## config.mk

```make
export PLATFORM = sky130hd
export DESIGN_NAME = fb_if_stage
export DESIGN_NICKNAME = d
export VERILOG_FILES = /design/src/rtl/fb_if_stage_pkg.sv /design/src/rtl/fb_if_stage_if_id.sv /design/src/rtl/fb_if_stage.sv
export SDC_FILE = /design/constraint.sdc
export NUM_CORES = 1
export LEC_CHECK = 0
export CAP_MARGIN = 20
export CORE_MARGIN = 2
export CORE_UTILIZATION = 30
export CTS_CLUSTER_SIZE = 40
export DETAILED_ROUTE_END_ITERATION = 8
export GPL_TIMING_DRIVEN = 0
export SETUP_SLACK_MARGIN = 0.05
export SLEW_MARGIN = 20
export SYNTH_ARGS = -nofsm -noshare
export SYNTH_HDL_FRONTEND = slang
export SYNTH_HIERARCHICAL = 1
export SYNTH_SLANG_ARGS = --single-unit
```

## constraint.sdc

```tcl
create_clock -name clk -period 2.1 [get_ports clk]
set_input_delay 0.525 -clock clk [delete_from_list [all_inputs] [get_ports clk]]
set_output_delay 0.525 -clock clk [all_outputs]
set_load 0.03 [all_outputs]
```

## src/rtl/fb_if_stage_pkg.sv

```systemverilog
// ============================================================================
//  Module  : fb_if_stage_pkg
//  Brief   : Shared constants and FSM encoding for the Firebird IF stage.
//  Rev     : 1.0  initial release
// ============================================================================
`default_nettype none

package fb_if_stage_pkg;

    localparam int          FB_32BITS      = 32;
    localparam logic [31:0] FB_BUBBLE_INST = 32'b0;

    typedef enum logic [0:0] {
        FB_IF_RUN    = 1'b0,
        FB_IF_LOCKED = 1'b1
    } fb_if_state_t;

endpackage

`default_nettype wire

```

## src/rtl/fb_if_stage_if_id.sv

```systemverilog
// ============================================================================
//  Module  : fb_if_id_reg
//  Brief   : IF/ID pipeline register with hold and bubble insertion.
//  Rev     : 1.0  initial release
// ============================================================================
`default_nettype none

module fb_if_id_reg
    import fb_if_stage_pkg::*;
(
    input  logic                 clk,
    input  logic                 rst,
    input  logic                 hold,
    input  logic                 bubble,
    input  logic [FB_32BITS-1:0] pc_in,
    input  logic [FB_32BITS-1:0] inst_in,
    output logic [FB_32BITS-1:0] pc,
    output logic [FB_32BITS-1:0] inst,
    output logic                 valid
);

    // Bubble wins over hold so a flush still lands while stalled.
    always_ff @(posedge clk or posedge rst) begin
        if (rst) begin
            pc    <= '0;
            inst  <= '0;
            valid <= 1'b0;
        end else if (bubble) begin
            pc    <= pc_in;
            inst  <= FB_BUBBLE_INST;
            valid <= 1'b0;
        end else if (!hold) begin
            pc    <= pc_in;
            inst  <= inst_in;
            valid <= 1'b1;
        end
    end

endmodule

`default_nettype wire

```

## src/rtl/fb_if_stage.sv

```systemverilog
// ============================================================================
//  Module  : fb_if_stage
//  Brief   : Firebird instruction fetch: PC register, next-PC select, JALR
//            lock FSM, IF/ID register and saturating flush/lock counters.
//  Rev     : 1.0  initial release
// ============================================================================
`default_nettype none

module fb_if_stage
    import fb_if_stage_pkg::*;
#(
    parameter logic [31:0] RESET_PC = 32'h0000_0000,
    parameter int          CNT_W    = 16
) (
    input  logic                 clk,
    input  logic                 rst,
    input  logic                 stall,
    input  logic                 pc_src,
    input  logic                 address_src,
    input  logic [FB_32BITS-1:0] predict_pc,
    input  logic [FB_32BITS-1:0] predict_err_pc,
    input  logic                 register_rst,
    input  logic                 lock,
    output logic [FB_32BITS-1:0] imem_addr,
    input  logic [FB_32BITS-1:0] imem_rdata,
    output logic [FB_32BITS-1:0] if_pc,
    output logic [FB_32BITS-1:0] if_inst,
    output logic [FB_32BITS-1:0] id_pc,
    output logic [FB_32BITS-1:0] id_inst,
    output logic                 id_valid,
    output logic [CNT_W-1:0]     flush_cnt,
    output logic [CNT_W-1:0]     lock_cnt
);

    fb_if_state_t         r_state;
    fb_if_state_t         w_state_nxt;
    logic [FB_32BITS-1:0] r_pc;
    logic [FB_32BITS-1:0] w_pc_nxt;
    logic [FB_32BITS-1:0] w_pc_plus1;
    logic                 w_bubble;
    logic                 w_lock_inc;

    assign w_pc_plus1 = r_pc + 32'd1;
    assign imem_addr  = r_pc;
    assign if_pc      = r_pc;
    assign if_inst    = imem_rdata;

    always_ff @(posedge clk or posedge rst) begin
        if (rst) begin
            r_state <= FB_IF_RUN;
            r_pc    <= RESET_PC;
        end else begin
            r_state <= w_state_nxt;
            r_pc    <= w_pc_nxt;
        end
    end

    always_comb begin
        w_state_nxt = r_state;
        w_pc_nxt    = r_pc;
        w_bubble    = 1'b0;
        w_lock_inc  = 1'b0;
        if (register_rst) begin
            w_pc_nxt    = predict_err_pc;
            w_bubble    = 1'b1;
            w_state_nxt = FB_IF_RUN;
        end else if (stall) begin
            w_state_nxt = r_state;
        end else if (r_state == FB_IF_LOCKED) begin
            // The JALR copy still in IF is dropped; its target is now known.
            w_bubble    = 1'b1;
            w_pc_nxt    = pc_src ? predict_pc : w_pc_plus1;
            w_state_nxt = FB_IF_RUN;
        end else if (lock) begin
            w_lock_inc  = 1'b1;
            w_state_nxt = FB_IF_LOCKED;
        end else begin
            w_pc_nxt = pc_src ? (address_src ? predict_err_pc : predict_pc)
                              : w_pc_plus1;
        end
    end

    always_ff @(posedge clk or posedge rst) begin
        if (rst) begin
            flush_cnt <= '0;
            lock_cnt  <= '0;
        end else begin
            if (register_rst && (flush_cnt != {CNT_W{1'b1}}))
                flush_cnt <= flush_cnt + CNT_W'(1);
            if (w_lock_inc && (lock_cnt != {CNT_W{1'b1}}))
                lock_cnt <= lock_cnt + CNT_W'(1);
        end
    end

    fb_if_id_reg u_if_id (
        .clk     (clk),
        .rst     (rst),
        .hold    (stall),
        .bubble  (w_bubble),
        .pc_in   (r_pc),
        .inst_in (imem_rdata),
        .pc      (id_pc),
        .inst    (id_inst),
        .valid   (id_valid)
    );

endmodule

`default_nettype wire

```

# ---- After elaboration in Yosys (flattened, before gate mapping)
# Cells that the tools add are included.
dict set report op_classes {
  n_addsub 3
  n_eq_ne 5
  n_reduce_logical 3
  n_mux 22
}
# cell count
set ops {}
lappend ops {{$mux W32} 11}
lappend ops {{$add A16 B1 Y16 const B} 2}
lappend ops {{$add A32 B1 Y32 const B} 1}
lappend ops {{$ne A16 B16 Y1 const B} 2}
lappend ops {{$mux W1} 11}
lappend ops {{$ne A2 B1 Y1 const B} 2}
lappend ops {{$ne A3 B2 Y1 const B} 1}
lappend ops {{$logic_and A1 B1 Y1} 2}
lappend ops {{$reduce_and A2 Y1} 1}
dict set report totals {
  elab_cells 40
  regBits 130
  in_bits 103
  out_inout_bits 193
}

# ---- Logic depth before layout (Yosys ltp)
# Gate-level depths: netlist (run 1).
dict set report logic_depth {
  word_depth 6
  ltp_mapped 9
  ltp_nobuf 6
}

# ---- Cells and area by module
# Netlist (run 1), hierarchy kept.
# module seq_area_each_um2 n_inst cells_per_inst area_per_inst_um2
set by_module_without_submodules {}
lappend by_module_without_submodules {fb_if_stage 1626.6 1 560 4784.6}
lappend by_module_without_submodules {fb_if_id_reg 1626.6 1 177 2661.3}

# ---- Worst setup path before layout (run 1)
# OpenSTA, ideal clock, no wires.
dict set report synth_path {
  path_type {in2reg}
  from {input register_rst}
  to {register u_if_id.pc[0]}
  path_buffers 6
  slack_ns -0.284
  setup_time_ns 0.125
  t_required_ns 1.975
  t_arrival_ns 2.259
  path_stages 9
  cell_sequence {clkbuf_1 -> buf_1 -> buf_1 -> a21o_1 -> buf_6 -> nand2b_4 -> buf_6 -> buf_6 -> mux2_4}
}
dict set report synth_via {
  elab_chain_len 2
  word_cells_on_any_way 3
  cone_classes {eq/ne: 1; mux: 2}
}
# element line_no
set synth_rtl {}
lappend synth_rtl {{start: declaration} fb_if_stage.sv:22} ;# input logic register_rst,
lappend synth_rtl {{$mux W1 (*)} fb_if_stage.sv:63} ;# if (register_rst) begin
lappend synth_rtl {{named net w_bubble} fb_if_stage.sv:40} ;# logic w_bubble;
lappend synth_rtl {{$ne A2 B1 Y1 (no line) or $mux W32 (tied branches)} n/a}
lappend synth_rtl {{end signal: assignment} fb_if_stage_if_id.sv:29} ;# pc <= pc_in;
lappend synth_rtl {{end signal: assignment} fb_if_stage_if_id.sv:33} ;# pc <= pc_in;
lappend synth_rtl {{end: declaration} fb_if_stage_if_id.sv:17} ;# output logic [FB_32BITS-1:0] pc,
# Mark *: on every way through the listed nets, which the timed path passes. The rest lies on a longest branch.
# A chain may end at the register's enable or synchronous reset.

# ---- Final worst setup path (run 1)
dict set report layout_path {
  from {input register_rst}
  to {register u_if_id.pc[1]}
}
# The elaborated chain is that of the path after synthesis.

==> impl_metrics.csv, run 1 <==
group,metric,value,unit
sta,rsz0062_at_grt,"yes",
drt,viasPerCell,5.04,
place,dp.cells,1359,
sta,tightestPinTransition,686,ps
setup_path,crit_path_max_incr_delay,290,ps
setup_path,cp.buffers_inverters,7,
hold_path,min_from,"flush_cnt[12]",
grt,grt_pass1_wl,42000,microns
synthesis,yosysSeqAreaShare,43.7,%
sta,setup_viol,0,
setup_path,cp_slowest_cell,"mux2_4",
synthesis,synth_top_flop_cell,"dfrtp_1",
power_and_ir_drop,p_per_area,850,mW/mm^2
drt,ant_nets,0,
synthesis,yosysTopAreaCellShare,43.7,%
clocking,htree_levels,4,
grt,grt.total_usage,21.0,%
hold_path,min_path_cells,1,
die,die_w,162,microns
setup_path,critical_path_class,"input pin to register",
grt,grt_max_degree,33,
synthesis,syn_avg_cell_area,10.1,sq um
setup_path,cp.required,2410,ps
setup_path,critPathLaunchType,"input pin",
die,rows,57,
power_and_ir_drop,leakage,5.54,nW
die,core,0.0243,sq mm
synthesis,synth-seq-cells,130,
cells_and_area,layout-drive-gt1-share,23.1,%
cells_and_area,num-fill-cells,2346,
setup_path,r2r_start,"r_state",
synthesis,postSynthCellCount,737,
clocking,cts-root-buf,"clkbuf_16",
grt,grt_pass1_vias,6909,
sta,slew_viol_final,0,
setup_path,r2r_setup_slack,150,ps
die,initial_utilization,30.6,%
synthesis,synthTopCellsByArea,"dfrtp_1, buf_4, mux2_4, mux2i_1, nor2_1",
sta,timing_hold_violations_final,0,
grt,overflow,0,
setup_path,endpoint_kind,"register",
job,max-cap-violations,0,
sta,fin_crit_sh,97.2,%
sta,setup-tns-final,0,ps
sta,fin_ws,58.6,ps
drt,via_count,7089,
outcome,outcome,"finished clean",
place,port_buffers,294,
hold_path,min_to,"flush_cnt[12]",
cells_and_area,fin_nets,1175,
setup_path,crit_top_cell,"buf_8",
synthesis,synth_cell_types,69,
setup_path,r2r_cells,3,
sta,max_slew_margin,53.9,%
die,die_area,0.0261,sq mm
synthesis,synthArstFlopShare,100,%
clocking,cts_tree,"done",
hold_path,hp-class,"register to register",
place,gp_congestion,0.855,
clocking,cts.sinks,130,
synthesis,synth.largest_area_cell,"dfrtp_1",
clocking,clk_latency,430,ps
sta,whs,490,ps
clocking,cts_inserted_buffers,17,
drt,drt-wirelength-per-cell,19.8,microns
synthesis,netlist_area,0.00745,sq mm
drt,drt-initial-drc-count,544,
cells_and_area,fin_cells,1407,
setup_path,r2r-end,"lock_cnt[1]",
grt,grt_antenna_before_repair,1,
die,die_h,162,microns
die,ioPinCount,296,
setup_path,crit_fanout,10,
synthesis,synth_edf_count,0,
power_and_ir_drop,vdd_drop_max,533,uV
clocking,clk_pin_slew,60,ps
synthesis,yosysWarnings,6,
cells_and_area,area_growth,57.8,%
clocking,ctsHoldBuffers,0,
place,hpwl,20400,microns
drt,drtPass1Iterations,5,
place,pre_cts_ws,-760,ps
sta,max_freq,490,MHz
setup_path,crit_family,"buffers and inverters",
sta,clock_skew,17.0,ps
sta,fin_crit,2040,ps
setup_path,cp_cell_sequence,"dlygate4sd2_1 > clkbuf_8 > buf_8 > buf_8 > a21o_1 > buf_6 > nand2b_4 > buf_12 > bufbuf_16 > mux2_4",
drt,routed_wl,27800,microns
clocking,clock_path_buffers,2,
synthesis,syn_nets,843,
drt,drc_errors,0,
setup_path,worstPathArrival,2350,ps
cell families (layout without fill, tap and decap cells):
logic type / Yosys count / after routing / synth area share [%]
buffers and inverters: 121 / 466 / 10.2
adder cells (fa/ha/maj): 3 / 3 / 0.504
multiplexers: 78 / 78 / 12.7
AO/OA/AOI/OAI: 154 / 154 / 14.1
XOR/XNOR: 30 / 30 / 3.53
other: 0 / 1 / 0
AND/OR/NAND/NOR: 221 / 221 / 15.2
flip-flops: 130 / 130 / 43.7
worst max path at each step:
stage,startpoint,end,slack (ps),depth (start not counted)
final,register_rst,u_if_id/pc[1],60,10
after global routing,lock,if_pc[19],30,6
after CTS,lock_cnt[7],lock_cnt[7],50,1
after detailed placement,register_rst,u_if_id/pc[7],-760,10
after global placement,register_rst,if_pc[23],-790,8
after floorplan,register_rst,u_if_id/pc[0],60,9
layer usage:
metal	vias up	track usage (%)	share of wire [%]
met3	39	5.75	9.0
li1	3269	-	-
met1	3390	27.5	42
met4	0	5.24	1.5
met5	-	0	0
met2	391	34.4	47
layout make-up:
type	instances	area (sq um)	area share, %
tap	324	405	3.45
timing repair buffer	315	3070	26.1
inverter	14	60.1	0.511
antenna	1	2.50	0.0213
multi-input combinational	486	3490	29.7
clock buffer	20	447	3.80
sequential	130	3280	27.9
clock inverter	12	206	1.76
buffer	105	788	6.71
flip-flops by register name, summed over array words and instances (netlist names):
signal,cells
flush_cnt,16
u_if_id/valid,1
if_pc,32
u_if_id/pc,32
r_state,1
u_if_id/inst,32
lock_cnt,16
report_power, final:
| part | internal, mW | switching, mW | leakage (nW) | total (mW) |
|---|---|---|---|---|
| combinational | 1.47 | 1.85 | 3.62 | 3.32 |
| clock | 2.15 | 1.20 | 0.314 | 3.34 |
| sequential | 2.87 | 0.460 | 1.60 | 3.33 |
what timing repair did:
action / 4_1_cts / 5_1_grt
pin swaps: 3 / 3
buffers inserted: 10 / 6
setup endpoints to repair: 222 / 75
resized for setup: 184 / 62
gates cloned: 1 / 0
through the flow:
step	utilization [%]	cell area [sq um]	power, mW
after CTS	47.8	11600	10.1
after floorplan	-	7470	5.28
after detailed placement	44.8	10900	6.84
after global placement	44.5	10800	6.81
after global routing	48.3	11800	10.5
final	48.3	11800	9.99
synthesized netlist by cell type (4+ instances only):
cell type  instances
a22o_1             4
o31ai_1            4
a22oi_1            5
o21a_1             6
nand2_1           43
nor3_1             9
a21o_1             9
buf_2              9
buf_1              8
and3_1            18
nand4_1           14
o311ai_0           7
nand3_1           34
buf_6              6
buf_4             67
and4_1             8
clkbuf_1          17
mux2i_1           34
o22ai_1           13
a211oi_1           4
xor2_1            12
a311oi_1           5
a21oi_1           36
inv_1             14
nor2_1            67
mux2_2            14
o21ai_0           24
mux2_4            30
nor2b_1            4
a31oi_1            4
xnor2_1           18
dfrtp_1          130
cells in the final DEF, fill, tap and decap left out, types with 5 or more instances in the layout:
| master | count |
|---|---|
| o21a_1 | 5 |
| clkdlybuf4s50_1 | 157 |
| clkbuf_1 | 9 |
| nand3_1 | 34 |
| mux2i_1 | 34 |
| xor2_1 | 12 |
| nand2_1 | 43 |
| nor3_1 | 8 |
| clkbuf_2 | 14 |
| clkdlybuf4s15_1 | 16 |
| buf_12 | 6 |
| and3_1 | 17 |
| dlygate4sd2_1 | 93 |
| a21oi_1 | 36 |
| nand4_1 | 14 |
| dlymetal6s2s_1 | 13 |
| mux2_2 | 14 |
| clkinv_4 | 5 |
| dfrtp_1 | 111 |
| o311ai_0 | 6 |
| o22ai_1 | 13 |
| buf_6 | 6 |
| bufinv_16 | 5 |
| a22oi_1 | 5 |
| nor2_1 | 65 |
| clkbuf_16 | 17 |
| clkdlybuf4s15_2 | 8 |
| mux2_4 | 30 |
| a311oi_1 | 5 |
| buf_2 | 6 |
| dfrtp_2 | 19 |
| inv_1 | 12 |
| a21o_1 | 9 |
| xnor2_1 | 18 |
| o21ai_0 | 23 |
| and4_1 | 8 |
| buf_4 | 88 |
worst register-to-register path: stages (launching register included):
cell	delay, ps
dfrtp_1	450
or4b_1	630
a21oi_1	370
mux2_2	380
Note: power is estimated with default switching activity, not from simulation.
==> run 2, diff against run 1 <==
==> constraint.sdc (replaced) <==
create_clock -name clk -period 2.07 [get_ports clk]
set_input_delay 0.5175 -clock clk [delete_from_list [all_inputs] [get_ports clk]]
set_output_delay 0.5175 -clock clk [all_outputs]
set_load 0.03 [all_outputs]
==> impl_metrics.csv, run 2 (same netlist as run 1, synthesis figures left out) <==
group,metric,value,unit
sta,fin_crit,2010,ps
power_and_ir_drop,p_per_area,858,mW/mm^2
place,pre_cts_ws,-987,ps
sta,rsz0062_at_grt,"yes",
drt,ant_nets,0,
place,dp.cells,1359,
drt,via_count,7142,
hold_path,min_path_cells,1,
setup_path,worstPathArrival,2270,ps
drt,routed_wl,27800,microns
drt,drt-wirelength-per-cell,19.8,microns
job,max-cap-violations,0,
sta,setup_viol,0,
clocking,clk_latency,420,ps
setup_path,critPathLaunchType,"input pin",
setup_path,endpoint_kind,"register",
setup_path,r2r_start,"r_state",
power_and_ir_drop,vdd_drop_max,641,uV
drt,top_layer_used,"met4",
die,rows,57,
cells_and_area,fin_cells,1403,
die,die_area,0.0261,sq mm
drt,drt-initial-drc-count,559,
setup_path,r2r-end,"lock_cnt[6]",
setup_path,r2r_setup_slack,130,ps
cells_and_area,final_cell_mix,"clkdlybuf4s50_1, dfrtp_1, dlygate4sd2_1",
setup_path,critical_path_class,"input pin to register",
setup_path,crit_fanout,10,
drt,wl_met1,11700,microns
grt,overflow,0,
drt,drtPass1Iterations,5,
power_and_ir_drop,leakage,5.54,nW
clocking,clk_pin_slew,60,ps
sta,max_slew_margin,60.6,%
cells_and_area,layout-drive-gt1-share,23.9,%
clocking,cts_tree,"done",
hold_path,hp-class,"register to register",
place,gp_congestion,0.843,
place,hpwl,20300,microns
hold_path,min_to,"lock_cnt[7]",
grt,grt_pass1_wl,41600,microns
grt,grt.total_usage,20.9,%
clocking,clock_path_buffers,2,
place,port_buffers,294,
sta,fin_crit_sh,97.3,%
cells_and_area,area_growth,57.8,%
setup_path,r2r_cells,5,
grt,grt_pass1_vias,6937,
cells_and_area,final_common_cell,"clkdlybuf4s50_1",
sta,tightestPinTransition,591,ps
die,die_w,162,microns
setup_path,cp.required,2320,ps
sta,slew_viol_final,0,
drt,wl_met2,12900,microns
die,core,0.0243,sq mm
grt,grt_antenna_before_repair,2,
die,initial_utilization,30.6,%
clocking,cts_inserted_buffers,17,
hold_path,min_from,"lock_cnt[7]",
clocking,cts-root-buf,"clkbuf_16",
sta,clock_skew,8.67,ps
grt,grt_max_degree,34,
clocking,cts.sinks,130,
die,ioPinCount,296,
outcome,outcome,"finished clean",
drt,viasPerCell,5.09,
sta,max_freq,497,MHz
die,die_h,162,microns
drt,dr_wl_met3,2360,microns
drt,drc_errors,0,
cells_and_area,fin_nets,1171,
clocking,htree_levels,4,
sta,timing_hold_violations_final,0,
sta,fin_ws,56.4,ps
==> run 2: cell count changes in the layout (fill, tap and decap cells not counted), sizes merged <==
cell | previous run | this run
clkdlybuf4s50 | 157 | 153
clkinvlp | 3 | 4
clkbuf | 43 | 49
buf | 109 | 102
diode | 1 | 2
clkdlybuf4s15 | 24 | 20
dlygate4sd2 | 93 | 99
inv | 12 | 13
clkinv | 6 | 5
dlymetal6s2s | 13 | 10
==> run 2: worst max-delay path: stages <==
cell	delay, ps
clkdlybuf4s50_1	430
nor2b_4	180
buf_6	170
buf_4	200
a31o_2	290
a22oi_1	270
o311ai_0	190
==> run 2: what timing repair did <==
action / CTS / global route
hold buffers: 0 / 0
endpoints found under the setup margin: 232 / 74
gates cloned: 1 / 0
resized for setup: 211 / 65
pin swaps: 2 / 2
buffers inserted: 10 / 2
==> run 2: layout make-up <==
class / count / area (sq um)
Multi-Input combinational cell: 486 / 3540
Fill cell: 2338 / 12600
Antenna cell: 2 / 5.00
Sequential cell: 130 / 3280
Timing Repair Buffer: 311 / 3020
Clock buffer: 18 / 429
Inverter: 14 / 60.1
Clock inverter: 13 / 210
Buffer: 105 / 807
Tap cell: 324 / 405
==> run 2: how the worst max path moves through the flow <==
stage	startpoint	to	cells past startpoint
floorplan	register_rst	u_if_id/pc[0]	9
global placement	register_rst	if_pc[27]	8
detailed placement	register_rst	if_pc[27]	8
CTS	imem_rdata[13]	if_inst[13]	3
global route	if_pc[0]	imem_addr[0]	3
finish	address_src	if_pc[12]	7
==> run 2: per-layer routing <==
metal  track usage [%]  vias up
met2              33.3      386
met1              27.0     3447
li1                  -     3257
met3              5.44       52
met5                 0        -
met4              8.52        0
==> run 2: stage by stage <==
stage	hold WS, ps	util, %	power [mW]	TNS, ps	cell area (sq um)
global route	517	48.3	10.5	0	11800
detailed placement	483	44.9	6.95	-78760	10900
CTS	492	48.0	10.2	0	11700
global placement	476	44.5	6.90	-104960	10800
floorplan	533	-	5.36	0	7480
finish	488	48.3	10.1	0	11800
==> run 2: power by group <==
group	total, mW	switching, mW	leakage [nW]	internal (mW)
Combinational	3.39	1.89	3.63	1.50
Clock	3.32	1.19	0.306	2.14
Sequential	3.37	0.452	1.60	2.92
Total	10.1	3.53	5.54	6.55
